==> config.mk <==
export PLATFORM = sky130hd
export DESIGN_NAME = pwm_duty_ramp_ctrl
export DESIGN_NICKNAME = d
export VERILOG_FILES = /design/src/rtl/pwm_pkg.sv /design/src/rtl/pwm_duty_ramp_ctrl.sv
export SDC_FILE = /design/constraint.sdc
export NUM_CORES = 1
export LEC_CHECK = 0
export BUFFER_PORTS_ARGS = -buffer_cell sky130_fd_sc_hd__buf_2
export CORE_MARGIN = 2
export CORE_UTILIZATION = 43
export DETAILED_ROUTE_END_ITERATION = 8
export GPL_TIMING_DRIVEN = 0
export PLACE_DENSITY = 0.75
export SLEW_MARGIN = 20
export SYNTH_ARGS = -nofsm -noshare
export SYNTH_HDL_FRONTEND = slang
export SYNTH_SLANG_ARGS = --single-unit
==> constraint.sdc <==
create_clock -name clk -period 7.7 [get_ports clk]
set_input_delay 0.77 -clock clk [delete_from_list [all_inputs] [get_ports clk]]
set_output_delay 0.77 -clock clk [all_outputs]
set_load 0.03 [all_outputs]
==> src/rtl/pwm_pkg.sv <==
// Shared PWM controller types and helpers.
package pwm_pkg;

  typedef enum logic {
    IDLE = 1'b0,
    RAMP = 1'b1
  } pwm_state_e;

  // Saturate a requested duty to the legal maximum.
  function automatic int unsigned sat_duty(input int unsigned duty, input int unsigned max_duty);
    return (duty > max_duty) ? max_duty : duty;
  endfunction

endpackage

==> src/rtl/pwm_duty_ramp_ctrl.sv <==
// Duty-cycle ramp sequencer: walks the PWM compare value toward a commanded target,
// one step per PWM period, so the core never sees a mid-period compare change.
//
// state | meaning
// IDLE  | cmpa settled at target; commands accepted when en is high
// RAMP  | stepping cmpa toward target on each period_start with en high
module pwm_duty_ramp_ctrl
  import pwm_pkg::*;
#(
  parameter int KPERIOD = 50,
  localparam int DW = $clog2(KPERIOD + 1)
) (
  input  logic          clk,
  input  logic          rst,
  input  logic          en,
  input  logic          period_start,
  input  logic          cmd_valid,
  output logic          cmd_ready,
  input  logic [DW-1:0] cmd_duty,
  input  logic [DW-1:0] cmd_step,
  output logic [DW-1:0] cmpa,
  output logic          busy,
  output logic          done,
  output logic          clamp_err
);

  localparam logic [DW-1:0] KMAX = DW'(KPERIOD);

  pwm_state_e    state_q, state_d;
  logic [DW-1:0] cmpa_q, cmpa_d;
  logic [DW-1:0] target_q, target_d;
  logic [DW-1:0] step_q, step_d;
  logic          done_q, done_d;
  logic          clamp_q, clamp_d;

  logic          accept;
  logic [DW-1:0] cmd_target;
  logic          ramp_up;
  logic [DW:0]   diff;

  assign cmd_ready  = (state_q == IDLE) && en && !rst;
  assign accept     = cmd_valid && cmd_ready;
  assign cmd_target = DW'(sat_duty(32'(cmd_duty), 32'(KPERIOD)));

  // Distance is taken in DW+1 bits so the direction-dependent subtract never wraps.
  assign ramp_up = target_q > cmpa_q;
  assign diff    = ramp_up ? ({1'b0, target_q} - {1'b0, cmpa_q})
                           : ({1'b0, cmpa_q} - {1'b0, target_q});

  always_comb begin
    state_d  = state_q;
    cmpa_d   = cmpa_q;
    target_d = target_q;
    step_d   = step_q;
    done_d   = 1'b0;
    clamp_d  = 1'b0;
    unique case (state_q)
      IDLE: begin
        if (accept) begin
          target_d = cmd_target;
          step_d   = (cmd_step == '0) ? DW'(1) : cmd_step;
          clamp_d  = cmd_duty > KMAX;
          if (cmd_target == cmpa_q) begin
            done_d = 1'b1;
          end else begin
            state_d = RAMP;
          end
        end
      end
      RAMP: begin
        if (period_start && en) begin
          if (diff <= {1'b0, step_q}) begin
            cmpa_d  = target_q;
            state_d = IDLE;
            done_d  = 1'b1;
          end else if (ramp_up) begin
            cmpa_d = cmpa_q + step_q;
          end else begin
            cmpa_d = cmpa_q - step_q;
          end
        end
      end
      default: state_d = IDLE;
    endcase
  end

  always_ff @(posedge clk) begin
    if (rst) begin
      state_q  <= IDLE;
      cmpa_q   <= '0;
      target_q <= '0;
      step_q   <= '0;
      done_q   <= 1'b0;
      clamp_q  <= 1'b0;
    end else begin
      state_q  <= state_d;
      cmpa_q   <= cmpa_d;
      target_q <= target_d;
      step_q   <= step_d;
      done_q   <= done_d;
      clamp_q  <= clamp_d;
    end
  end

  assign cmpa      = cmpa_q;
  assign busy      = (state_q == RAMP);
  assign done      = done_q;
  assign clamp_err = clamp_q;

endmodule

**After elaboration in Yosys (flattened, before gate mapping)**

Index checks and enable logic that the tools add are counted.
Widths: inputs -> output; s select.

- Output and inout bits: 10
- Input bits: 17
- Register bits: 21
- Logic and storage cells: 41

- Equality and inequality tests: 1
- Multiplexer cells: 15
- $add $sub $neg: 4
- $lt $le $gt $ge: 4
- Bitwise operators: 2
- Reductions and logical operators: 9

Operators by type and width:

| operator | count |
|---|---|
| $mux 6 | 4 |
| $sub 6x6->7 | 2 |
| $gt 6x6->1 const B | 2 |
| $mux 1 | 8 |
| $le 7x6->1 | 1 |
| $mux 7 | 1 |
| $add 6x6->6 | 1 |
| $eq 6x6->1 | 1 |
| $gt 6x6->1 | 1 |
| $logic_not 6->1 | 1 |
| $sub 6x6->6 | 1 |
| $logic_and 1x1->1 | 4 |
| $pmux 1 s2 | 2 |
| $reduce_and 2->1 | 2 |
| $reduce_or 3->1 | 1 |
| $not 1->1 | 2 |
| $logic_not 1->1 | 1 |

**Logic depth before layout (Yosys ltp)**

- Word-level depth: 6
- Depth in mapped cells: 18
- Depth with buffers taken out: 15

**Worst setup path before layout**

Ideal clock, no wire load.

- Path kind: register to register
- Start: register cmpa_q[1] (netlist: cmpa[1])
- End: register cmpa_q[1] (netlist: cmpa[1])
- Path buffers: 2
- Library setup time: 86 ps
- Clock period less this slack: 3,584 ps
- Setup slack: 4,116 ps
- Data arrival time: 3,498 ps
- Stages on the path, launching flop included: 18
- Required time: 7,614 ps
- Cells stage by stage: dfxtp_1 inv_1 ha_1 nand3b_1 a21boi_4 o21ai_2 buf_4 a211oi_1 a21oi_1 xnor2_1 ha_1 a21o_1 a21oi_1 a21oi_1 a211o_1 buf_6 mux2i_1 a211oi_1

- Cells in the longest elaborated chain, start to end: 4
- Elaborated cells between the ends (all ways): 9
- Classes of those cells: add/sub (4); order compare (2); mux (3)

Ends and longest elaborated chain:

| item | RTL line | RTL |
|---|---|---|
| start, declared | pwm_duty_ramp_ctrl.sv:30 | `logic [DW-1:0] cmpa_q, cmpa_d;` |
| start signal, assigned | pwm_duty_ramp_ctrl.sv:97 | `cmpa_q <= cmpa_d;` |
| $sub 6x6->7, or another cell as far along | pwm_duty_ramp_ctrl.sv:48 | `: ({1'b0, cmpa_q} - {1'b0, target_q});` |
| $mux 7 | pwm_duty_ramp_ctrl.sv:47 | `assign diff = ramp_up ? ({1'b0, target_q} - {1'b0, cmpa_q})` |
| $le 7x6->1 | pwm_duty_ramp_ctrl.sv:72 | `if (diff <= {1'b0, step_q}) begin` |
| $mux 6 * | pwm_duty_ramp_ctrl.sv:72 |  |

Mark *: on every way between the ends. The rest lies on a longest branch, timed or not.
A chain may end at the register's enable or synchronous reset.

**Worst setup path in the final report**

- Start: register cmpa_q[1] (netlist: cmpa[1])
- End: register cmpa_q[4] (netlist: cmpa[4])

The elaborated chain is that of the path after synthesis.

==> results.md <==
- Syn nets: around 280
- Layout cell share with drive strength beyond 1: 0.1466
- Die width: 71.29 um
- PD cells: about 160 nW/um2
- Std cell rows: 24
- Clk slew on worst S/H paths: 0.07 ns
- Pleak: about 0.96 nW
- Mapped cell area: 1947 um2
- Max_cap viols: 0
- Critical Path RT: 7.87 ns
- CTS Hold Bufs: 0
- Vias per cell: 5.481
- CTS root buffer: clkbuf_8
- FMAX: 260.2 MHz
- Num Clock Sinks: 21
- Post-layout min period: a little under 4 ns
- DRT iter0 DRCs: 63
- GR Overflow Total: 0
- Design Power: 0.0003509 W
- DR vias: 1743
- Worst Path Class, Setup: flop to flop
- Starting density of the core: 0.4471
- Final WL: 4.531 mm
- Syn Inst Count: around 240
- Wire per inst: 14.25 um
- CP Launch Type: flop
- TritonCTS Buffers: 3
- H-tree depth: 1
- RSZ-0062 raised after global routing: no
- Vias in the first global route: 1716
- IO Count: 27
- Global-route usage over all layers: 0.1929
- Final non-filler cell total: 318
- First-pass GRT wire length: ~8 mm
- TritonCTS clock tree: built
- Primary FF master, synth: dfxtp_1
- Register area share after synthesis: 0.2159
- Avg Cell Area, Syn: about 8 um2
- Design area: 2182 um2
- # nets final: 311
- Half-perimeter wire length after placement: approximately 3.7 mm
- HP Class: flop to flop
- Final setup violation count: 0
- Tcrit/Tclk final: 0.4991
- Final routed DRC violation total: 0
- RePlAce Congestion: 0.8861
- Yosys warns: 0
- Cells after DPL: 314
- Slew at the pin closest to its max-slew limit: 0.4823 ns
- Largest net degree at the start of global routing: 12
- Slew HR: 0.6785
- Arrival time worst endpoint: 4.02 ns
- Max clock buf depth: 2
- Post-route ant nets: 0
- Crit Path Max Fanout: 10
- Max-slew violations: 0
- Antenna Cells: 0
- VDD IR max: 0.0001207 V
- Die area: 5082 um2
- I/O Buffers: 25
- Crit. End Element: flop
- CTS resizes: 0
- Final Skew: 0.002175 ns
- Initial antenna violation count: 0
- Drt pass-1 iters: 4
- Distinct cells, synth: between 50 and 60
- Area delta synth->final: 12.08%
- Core footprint: 4354 um2
- Flops & latches, synth: 21
- Status: complete, no violations
- # Post-CTS Setup Buffers: 0
- Worst-Skew Late Latency: ~0.26 ns
- Die Y: 71.29 um
- Placed cell areas: 2137 um2
- Sum Neg Setup Slack: 0 ns
- Async SR Flop Fraction: 0
- Number of flops mapped to enable cells by yosys: 0
- Fillers: 426
- Final Hold Viols: 0
==> where the power goes <==
| part | total, W | switching, W | internal [W] | leakage (nW) |
|---|---|---|---|---|
| logic | 0.000162 | 0.0000829 | 0.0000787 | 0.765 |
| clock network | 0.0000727 | 0.0000358 | 0.0000369 | 0.0228 |
| registers | 0.000117 | 0.00000477 | 0.000112 | 0.170 |
| total | 0.000351 | 0.000123 | 0.000227 | 0.958 |
==> flip-flops by register name, summed over array words and instances (netlist names) <==
name,cells
step_q,6
cmpa,6
target_q,6
clamp_err,1
done,1
busy,1
==> worst paths after layout <==
path,cells after the start,to,from,slack [ns]
max,17,cmpa[4],cmpa[1],3.86
min reg2reg,2,step_q[5],step_q[5],0.50
min,2,step_q[5],step_q[5],0.50
max reg2reg,17,cmpa[4],cmpa[1],3.86
==> metal layers <==
layer	wire (um)	track usage	up-vias
met1	2197	0.2697	798
met5	0	0	-
met4	86	0.06080	0
met3	156	0.02532	9
li1	-	-	898
met2	2091	0.3097	38
==> layout make-up <==
type / count / area, um2 / area share
Sequential cell: 21 / 420.4 / 0.1927
Timing Repair Buffer: 25 / 125.1 / 0.05734
Buffer: 9 / 50.05 / 0.02294
Tap cell: 52 / 65.06 / 0.02982
Multi-Input combinational cell: 181 / 1379 / 0.6319
Inverter: 26 / 97.59 / 0.04472
Clock buffer: 4 / 45.04 / 0.02064
==> critical path: stages, from the launching register on <==
cell and delay, ns:
dfxtp_1 0.60, inv_1 0.22, ha_1 0.39, nand3b_1 0.15, a21boi_4 0.20, o21ai_2 0.08
buf_4 0.20, a211oi_1 0.22, a21oi_1 0.08, xnor2_1 0.17, ha_1 0.27, a21o_1 0.16
a21oi_1 0.14, a21oi_1 0.09, a211o_1 0.28, buf_6 0.15, mux2i_1 0.12, a211oi_1 0.24
==> cells in the mapped netlist, types with 2 or more instances <==
| master | instances | area share |
|---|---|---|
| a21o_1 | 6 | 0.023 |
| mux2i_1 | 9 | 0.046 |
| a211oi_1 | 5 | 0.019 |
| buf_4 | 2 | 0.0077 |
| a211o_1 | 4 | 0.018 |
| nor3_1 | 5 | 0.013 |
| nand3_1 | 6 | 0.015 |
| a22oi_1 | 4 | 0.015 |
| nor2_1 | 18 | 0.035 |
| clkbuf_1 | 4 | 0.0077 |
| ha_1 | 24 | 0.15 |
| fa_1 | 3 | 0.031 |
| o31a_1 | 2 | 0.0090 |
| dfxtp_1 | 21 | 0.22 |
| o31ai_1 | 2 | 0.0077 |
| nand2_1 | 18 | 0.035 |
| o21ai_1 | 2 | 0.0051 |
| nand3b_1 | 2 | 0.0077 |
| a31oi_1 | 3 | 0.0096 |
| and3_1 | 2 | 0.0064 |
| nor2b_1 | 2 | 0.0064 |
| o22ai_1 | 2 | 0.0064 |
| inv_1 | 26 | 0.050 |
| o21ai_0 | 3 | 0.0077 |
| xor2_1 | 3 | 0.013 |
| o211ai_1 | 5 | 0.019 |
| a21oi_1 | 18 | 0.046 |
| xnor2_1 | 11 | 0.049 |
==> through the flow <==
stage	util	hold WS, ns	worst slack [ns]
floorplan	-	0.4608	4.116
global route	0.5011	0.5341	3.479
finish	0.5011	0.4995	3.857
global placement	0.4908	0.4775	3.966
detailed placement	0.4908	0.4916	3.905
CTS	0.5011	0.5024	3.876
==> cell usage in the layout, fill, tap and decap left out, types with 5 or more instances in the layout <==
cell type,n
a211oi_1,5
a21o_1,6
a21oi_1,18
buf_2,26
clkbuf_1,5
dfxtp_1,21
ha_1,24
inv_1,26
mux2i_1,9
nand2_1,18
nand3_1,6
nor2_1,18
nor3_1,5
o211ai_1,5
xnor2_1,11
==> cells by family after synthesis <==
group,share of synthesized area
AND/OR/NAND/NOR,0.1626
AO/OA/AOI/OAI,0.2339
XOR/XNOR,0.07455
flip-flops,0.2159
buffers and inverters,0.07582
multiplexers,0.05206
adder cells (fa/ha/maj),0.1851
(Power assumes the default switching activity.)
